## config.mk

```make
export PLATFORM = sky130hd
export DESIGN_NAME = fb_arbiter
export DESIGN_NICKNAME = d
export VERILOG_FILES = /design/src/rtl/fb_arbiter_pkg.sv /design/src/rtl/fb_wshb_mux.sv /design/src/rtl/fb_arbiter.sv
export SDC_FILE = /design/constraint.sdc
export NUM_CORES = 1
export LEC_CHECK = 0
export BUFFER_PORTS_ARGS = -buffer_cell sky130_fd_sc_hd__buf_2
export CAP_MARGIN = 30
export CORE_AREA = 2 2 130 132
export DETAILED_ROUTE_END_ITERATION = 8
export DIE_AREA = 0 0 132 134
export PLACE_DENSITY_LB_ADDON = 0.2
export SLEW_MARGIN = 25
export SYNTH_ARGS = -nofsm -noshare
export SYNTH_HDL_FRONTEND = slang
export SYNTH_SLANG_ARGS = --single-unit
```

## constraint.sdc

```tcl
create_clock -name CLK -period 2.5 [get_ports CLK]
set_clock_uncertainty 0.15 [all_clocks]
set_input_delay 0.25 -clock CLK [delete_from_list [all_inputs] [get_ports CLK]]
set_output_delay 0.25 -clock CLK [all_outputs]
set_load 0.1 [all_outputs]
```

## src/rtl/fb_arbiter_pkg.sv

```systemverilog
// rtl/fb_arbiter_pkg.sv - shared types and constants for the framebuffer bus arbiter
package fb_arbiter_pkg;

    typedef enum logic [1:0] {
        IDLE = 2'd0,
        OWN0 = 2'd1,
        OWN1 = 2'd2
    } arb_state_t;

    localparam int PORT_VGA = 0;
    localparam int PORT_WR  = 1;

    localparam int ADR_W = 32;
    localparam int DAT_W = 32;
    localparam int SEL_W = DAT_W / 8;

    function automatic logic [1:0] grant_of(arb_state_t s);
        case (s)
            OWN0:    return 2'b01;
            OWN1:    return 2'b10;
            default: return 2'b00;
        endcase
    endfunction

endpackage

```

## src/rtl/fb_wshb_mux.sv

```systemverilog
// rtl/fb_wshb_mux.sv - combinational Wishbone request mux / response demux keyed by owner state
module fb_wshb_mux
    import fb_arbiter_pkg::*;
(
    input  arb_state_t       state,
    input  logic             s0_cyc,
    input  logic             s0_stb,
    input  logic             s0_we,
    input  logic [ADR_W-1:0] s0_adr,
    input  logic [DAT_W-1:0] s0_dat_ms,
    input  logic [SEL_W-1:0] s0_sel,
    input  logic [2:0]       s0_cti,
    input  logic [1:0]       s0_bte,
    output logic             s0_ack,
    output logic             s0_err,
    output logic [DAT_W-1:0] s0_dat_sm,
    input  logic             s1_cyc,
    input  logic             s1_stb,
    input  logic             s1_we,
    input  logic [ADR_W-1:0] s1_adr,
    input  logic [DAT_W-1:0] s1_dat_ms,
    input  logic [SEL_W-1:0] s1_sel,
    input  logic [2:0]       s1_cti,
    input  logic [1:0]       s1_bte,
    output logic             s1_ack,
    output logic             s1_err,
    output logic [DAT_W-1:0] s1_dat_sm,
    output logic             m_cyc,
    output logic             m_stb,
    output logic             m_we,
    output logic [ADR_W-1:0] m_adr,
    output logic [DAT_W-1:0] m_dat_ms,
    output logic [SEL_W-1:0] m_sel,
    output logic [2:0]       m_cti,
    output logic [1:0]       m_bte,
    input  logic             m_ack,
    input  logic             m_err,
    input  logic [DAT_W-1:0] m_dat_sm
);

    // Non-owners see a silent bus: zero responses, so a waiting master never sees stray acks.
    always_comb begin
        m_cyc     = 1'b0;
        m_stb     = 1'b0;
        m_we      = 1'b0;
        m_adr     = '0;
        m_dat_ms  = '0;
        m_sel     = '0;
        m_cti     = '0;
        m_bte     = '0;
        s0_ack    = 1'b0;
        s0_err    = 1'b0;
        s0_dat_sm = '0;
        s1_ack    = 1'b0;
        s1_err    = 1'b0;
        s1_dat_sm = '0;
        case (state)
            OWN0: begin
                m_cyc     = s0_cyc;
                m_stb     = s0_stb;
                m_we      = s0_we;
                m_adr     = s0_adr;
                m_dat_ms  = s0_dat_ms;
                m_sel     = s0_sel;
                m_cti     = s0_cti;
                m_bte     = s0_bte;
                s0_ack    = m_ack;
                s0_err    = m_err;
                s0_dat_sm = m_dat_sm;
            end
            OWN1: begin
                m_cyc     = s1_cyc;
                m_stb     = s1_stb;
                m_we      = s1_we;
                m_adr     = s1_adr;
                m_dat_ms  = s1_dat_ms;
                m_sel     = s1_sel;
                m_cti     = s1_cti;
                m_bte     = s1_bte;
                s1_ack    = m_ack;
                s1_err    = m_err;
                s1_dat_sm = m_dat_sm;
            end
            default: ;
        endcase
    end

endmodule

```

## src/rtl/fb_arbiter.sv

```systemverilog
// rtl/fb_arbiter.sv - two-master round-robin Wishbone arbiter for the SDRAM framebuffer bus
module fb_arbiter
    import fb_arbiter_pkg::*;
#(
    parameter int N_PORTS   = 2,
    parameter int INIT_LAST = 1
) (
    input  logic             CLK,
    input  logic             NRST,
    input  logic             wshb_ifs_0_cyc,
    input  logic             wshb_ifs_0_stb,
    input  logic             wshb_ifs_0_we,
    input  logic [ADR_W-1:0] wshb_ifs_0_adr,
    input  logic [DAT_W-1:0] wshb_ifs_0_dat_ms,
    input  logic [SEL_W-1:0] wshb_ifs_0_sel,
    input  logic [2:0]       wshb_ifs_0_cti,
    input  logic [1:0]       wshb_ifs_0_bte,
    output logic             wshb_ifs_0_ack,
    output logic             wshb_ifs_0_err,
    output logic [DAT_W-1:0] wshb_ifs_0_dat_sm,
    input  logic             wshb_ifs_1_cyc,
    input  logic             wshb_ifs_1_stb,
    input  logic             wshb_ifs_1_we,
    input  logic [ADR_W-1:0] wshb_ifs_1_adr,
    input  logic [DAT_W-1:0] wshb_ifs_1_dat_ms,
    input  logic [SEL_W-1:0] wshb_ifs_1_sel,
    input  logic [2:0]       wshb_ifs_1_cti,
    input  logic [1:0]       wshb_ifs_1_bte,
    output logic             wshb_ifs_1_ack,
    output logic             wshb_ifs_1_err,
    output logic [DAT_W-1:0] wshb_ifs_1_dat_sm,
    output logic             wshb_ifm_cyc,
    output logic             wshb_ifm_stb,
    output logic             wshb_ifm_we,
    output logic [ADR_W-1:0] wshb_ifm_adr,
    output logic [DAT_W-1:0] wshb_ifm_dat_ms,
    output logic [SEL_W-1:0] wshb_ifm_sel,
    output logic [2:0]       wshb_ifm_cti,
    output logic [1:0]       wshb_ifm_bte,
    input  logic             wshb_ifm_ack,
    input  logic             wshb_ifm_err,
    input  logic [DAT_W-1:0] wshb_ifm_dat_sm,
    output logic [1:0]       GRANT
);

    if (N_PORTS != 2) begin : g_bad_ports
        $error("fb_arbiter supports exactly two ports");
    end

    arb_state_t state_q, state_d;
    logic       last_q, last_d;

    always_ff @(posedge CLK or negedge NRST) begin
        if (!NRST) begin
            state_q <= IDLE;
            last_q  <= 1'(INIT_LAST);
        end else begin
            state_q <= state_d;
            last_q  <= last_d;
        end
    end

    // Ownership lasts from cyc rise to cyc fall; a waiting port takes over without an idle cycle.
    always_comb begin
        state_d = state_q;
        last_d  = last_q;
        case (state_q)
            IDLE: begin
                if (wshb_ifs_0_cyc && wshb_ifs_1_cyc) begin
                    state_d = (last_q == 1'(PORT_WR)) ? OWN0 : OWN1;
                end else if (wshb_ifs_0_cyc) begin
                    state_d = OWN0;
                end else if (wshb_ifs_1_cyc) begin
                    state_d = OWN1;
                end
            end
            OWN0: begin
                if (!wshb_ifs_0_cyc) begin
                    last_d  = 1'(PORT_VGA);
                    state_d = wshb_ifs_1_cyc ? OWN1 : IDLE;
                end
            end
            OWN1: begin
                if (!wshb_ifs_1_cyc) begin
                    last_d  = 1'(PORT_WR);
                    state_d = wshb_ifs_0_cyc ? OWN0 : IDLE;
                end
            end
            default: state_d = IDLE;
        endcase
    end

    assign GRANT = grant_of(state_q);

    fb_wshb_mux u_mux (
        .state     (state_q),
        .s0_cyc    (wshb_ifs_0_cyc),
        .s0_stb    (wshb_ifs_0_stb),
        .s0_we     (wshb_ifs_0_we),
        .s0_adr    (wshb_ifs_0_adr),
        .s0_dat_ms (wshb_ifs_0_dat_ms),
        .s0_sel    (wshb_ifs_0_sel),
        .s0_cti    (wshb_ifs_0_cti),
        .s0_bte    (wshb_ifs_0_bte),
        .s0_ack    (wshb_ifs_0_ack),
        .s0_err    (wshb_ifs_0_err),
        .s0_dat_sm (wshb_ifs_0_dat_sm),
        .s1_cyc    (wshb_ifs_1_cyc),
        .s1_stb    (wshb_ifs_1_stb),
        .s1_we     (wshb_ifs_1_we),
        .s1_adr    (wshb_ifs_1_adr),
        .s1_dat_ms (wshb_ifs_1_dat_ms),
        .s1_sel    (wshb_ifs_1_sel),
        .s1_cti    (wshb_ifs_1_cti),
        .s1_bte    (wshb_ifs_1_bte),
        .s1_ack    (wshb_ifs_1_ack),
        .s1_err    (wshb_ifs_1_err),
        .s1_dat_sm (wshb_ifs_1_dat_sm),
        .m_cyc     (wshb_ifm_cyc),
        .m_stb     (wshb_ifm_stb),
        .m_we      (wshb_ifm_we),
        .m_adr     (wshb_ifm_adr),
        .m_dat_ms  (wshb_ifm_dat_ms),
        .m_sel     (wshb_ifm_sel),
        .m_cti     (wshb_ifm_cti),
        .m_bte     (wshb_ifm_bte),
        .m_ack     (wshb_ifm_ack),
        .m_err     (wshb_ifm_err),
        .m_dat_sm  (wshb_ifm_dat_sm)
    );

endmodule

```

# Word-level counts from Yosys, hierarchy flattened

Cells that the tools add are included.

Eq/ne operators: 5
Mux-type cells: 27
Reductions and logical operators: 5

Operators by type and width:

| cell                 | count |
|---|---|
| $pmux W32 S2         | 2 |
| $mux W32             | 2 |
| $mux W2              | 7 |
| $pmux W1 S2          | 4 |
| $pmux W2 S2          | 2 |
| $pmux W4 S2          | 1 |
| $mux W1              | 7 |
| $pmux W2 S3          | 1 |
| $pmux W3 S2          | 1 |
| $reduce_and A3 Y1    | 2 |
| $ne A2 B2 Y1 const B | 2 |
| $ne A4 B4 Y1 const B | 1 |
| $eq A2 B1 Y1 const B | 1 |
| $eq A2 B2 Y1 const B | 1 |
| $logic_not A2 Y1     | 1 |
| $reduce_bool A2 Y1   | 1 |
| $logic_and A1 B1 Y1  | 1 |

Register bits after elaboration: 3
Input bits: 188
Output and inout bits: 146
Logic and storage cells: 39

# Depth between registers and ports, before layout

Word-level depth: 4
Gate-level depth with buffers: 6
Depth with buffers taken out: 5

# By module

A second synthesis with hierarchy kept.

Cells, all modules: 271
Area, all modules: 1,710.4 sq um

Modules (own cells, without submodules):

| module      | instances | cells an instance | area each (sq um) | seq. area each (sq um) |
|---|---|---|---|---|
| fb_wshb_mux | 1         | 256               | 1,566.5           | 0.0 |
| fb_arbiter  | 1         | 15                | 143.9             | 76.3 |

# Worst setup path before layout

OpenSTA, ideal clock, no wires.

Kind: flip-flop to output port
Start: reg state_q[0]
End: out wshb_ifm_dat_ms[13]
Data arrival time: 2,539 ps
Data required time: 2,100 ps
Path slack: -439 ps
Stages on the path, launching flop included: 7
Buffers on the path: 2
Path through: dfrtp_1 inv_1 ha_1 buf_2 buf_2 a22oi_1 nor2b_1

Word-level cells in the longest chain between the ends: 2
Elaborated cells between the ends (all ways): 3
Those cells by class: 2 x eq/ne; 1 x mux

Ends and longest elaborated chain:

| item                                                | line              | text |
|---|---|---|
| start, declared                                     | fb_arbiter.sv:50  | `arb_state_t state_q, state_d;` |
| start signal, assigned                              | fb_arbiter.sv:58  | `state_q <= state_d;` |
| $eq A2 B2 Y1 / $eq A2 B1 Y1 (equally long branches) | fb_wshb_mux.sv:57 | `case (state)` |
| $pmux W32 S2 (*)                                    | fb_wshb_mux.sv:57 |  |
| end, declared                                       | fb_arbiter.sv:36  | `output logic [DAT_W-1:0] wshb_ifm_dat_ms,` |

Every way passes the cells marked *; elsewhere a longest branch is shown, timed or not.

# Worst setup path in the final report

Start: reg state_q[0]
End: out wshb_ifm_adr[23]

Word-level cells in the longest chain between the ends: 2
Elaborated cells between the ends (all ways): 3
Those cells by class: 2 x eq/ne; 1 x mux

Ends and longest elaborated chain:

| item                                                | line              | text |
|---|---|---|
| $eq A2 B2 Y1 / $eq A2 B1 Y1 (equally long branches) | fb_wshb_mux.sv:57 |  |
| $pmux W32 S2 (*)                                    | fb_wshb_mux.sv:57 |  |
| end, declared                                       | fb_arbiter.sv:35  | `output logic [ADR_W-1:0] wshb_ifm_adr,` |

Marks and branches as above.

==> flow_metrics.tcl <==
set metrics [dict create \
    final_antenna_net_count 0 \
    vias_per_cell 4.07 \
    cts_root_buf "clkbuf_16" \
    crit_path_end_kind "primary output" \
    diodes 0 \
    multi_input_comb_area_um2 1870 \
    coreArea_um2 16300 \
    finalHoldViolations 0 \
    clock-sinks 3 \
    grt_pass1_wl_um 16900 \
    cts_max_level 1 \
    fillers 1607 \
    hp-class "primary input to flip-flop" \
    cp.arrival_ns 1.97 \
    syn_avg_cell_area_um2 6.78 \
    drt_iter0_drc 79 \
    area_growth_pct 227 \
    synth_seq_area_share_pct 4.02 \
    wl_per_cell_um 13.8 \
    grt_start_max_net_pins 113 \
    syn_area_um2 1900 \
    finalNetCount 784 \
    cts_buffers 3 \
    postSynthCellCount 280 \
    regArea_um2 76.3 \
    wl_um 11200 \
    yosysUniqueCellTypes 23 \
    vias 3289 \
    track_usage_pct 11.4 \
    max_slew_margin_pct 64.6 \
    place_congestion 0.847 \
    hpwl_um 9220 \
    ys.warnings.count 0 \
    drive_gt1_share_pct 72.0 \
    die_height_um 134 \
    finalSetupViolCount 0 \
    critical_path.max_fanout 77 \
    tightestPinTransition_ns 0.534 \
    grt_antenna_before_repair 0 \
    clock_latency_ns 0.22 \
    max_freq_ghz 0.422 \
    worst-setup-path-type "flip-flop to primary output" \
    fp.dieW_um 132 \
    slew_viol_final 0 \
    startpoint_type "flip-flop" \
    drc 0 \
    clkTransAtPathRegs_ns 0.03 \
    syn-num-nets 474 \
    fin_crit_ns 2.37 \
    cts_tree "yes" \
    ios 334 \
    outcome "finished, final reports clean" \
    port_buffers 333 \
    fin_setup_tns_ns 0 \
    rows 47 \
    post_cts_buffers 0 \
    start_util_pct 11.7 \
    maxCapViolations 0 \
    critPathRequiredTime_ns 2.10 \
    first_pass_iters 4 \
    ys_ff_latch 3 \
    dieArea_um2 17700 \
    cts_max_path_buffers 2 \
    grt_pass1_vias 3413 \
    final_common_cell "buf_2" \
    min_period_over_period_pct 94.8 \
    final_cell_mix "buf_2 (189), buf_12 (147), nor2b_2 (76)" \
    rsz0062_at_grt "no" \
    cts_resized 0 \
    grt_overflow 0 \
]
## cells by family after synthesis
| family | after synthesis | synth area share (%) |
|---|---|---|
| AND/OR/NAND/NOR | 150 | 49.6 |
| multiplexers | 2 | 1.32 |
| adder cells (fa/ha/maj) | 6 | 3.95 |
| AO/OA/AOI/OAI | 82 | 32.7 |
| flip-flops | 3 | 4.02 |
| buffers and inverters | 37 | 8.43 |
## worst paths after layout
check                                   end  slack (ns)           start  depth (start not counted)
max                        wshb_ifm_adr[23]        0.13      state_q[0]                          6
max reg2reg                      state_q[1]        0.49      state_q[1]                          6
min                              state_q[0]        0.21  wshb_ifs_0_cyc                          3
max in group asynchronous            last_q        1.78            NRST                          2
min reg2reg                          last_q        0.39          last_q                          2
min in group asynchronous        state_q[1]        0.22            NRST                          2
## critical path: stages (launching register included)
cell	delay, ns
dfrtp_1	0.42
inv_1	0.15
ha_2	0.21
buf_12	0.29
a22oi_1	0.21
nor2b_2	0.19
buf_12	0.19
## final cells by class
type	count	share of cell area, %
clock buffer	4	1.27
inverter	4	0.241
multi-input combinational	240	30.0
sequential	3	1.23
tap	220	4.43
timing repair buffer	338	62.8
## stage by stage
stage | area, um2 | cells | worst slack, ns | hold WS, ns | util [%]
floorplan | 2090 | 280 | 0.0825 | -0.196 | -
global placement | 6130 | 804 | 0.401 | -0.0987 | 37.6
detailed placement | 6130 | 804 | 0.349 | -0.0955 | 37.6
CTS | 6220 | 809 | 0.110 | 0.213 | 38.2
global route | 6220 | 809 | 0.0221 | 0.232 | 38.2
finish | 6220 | 809 | 0.129 | 0.210 | 38.2
## registers in the layout, indices dropped and copies added, names as in the netlist
signal and cells:
state_q 2, last_q 1
## repair_timing
action | CTS | global route
hold buffers | 1 | 0
endpoints found under the setup margin | 0 | 0
endpoints found under the hold margin | 3 | 0
## per-layer routing
metal	GRT usage [%]	wire, um
met3	4.69	1240
met4	1.87	97
met1	10.8	3630
met5	0	0
met2	23.3	6190
## cells in the mapped netlist
master    number  share of area [%]
nand2b_1       2               0.66
dfrtp_1        2                2.6
a21o_1         1               0.40
nand2_1        1               0.20
buf_4          1               0.40
clkbuf_2       2               0.53
nor2b_1       76                 25
nand2_2        1               0.33
a22oi_1       75                 30
and2_1        68                 22
a21oi_1        3               0.79
a22oi_2        1               0.66
a31oi_1        1               0.33
buf_2         12                3.2
ha_1           6                4.0
mux2_4         1               0.79
inv_1          4               0.79
mux2i_1        1               0.53
nand3b_1       1               0.40
clkbuf_1      18                3.6
o41ai_2        1               0.86
or3b_4         1               0.59
dfstp_2        1                1.4
Power is not shown: default switching activity piles up to over one toggle a cycle in this logic, so the estimate is an artifact.
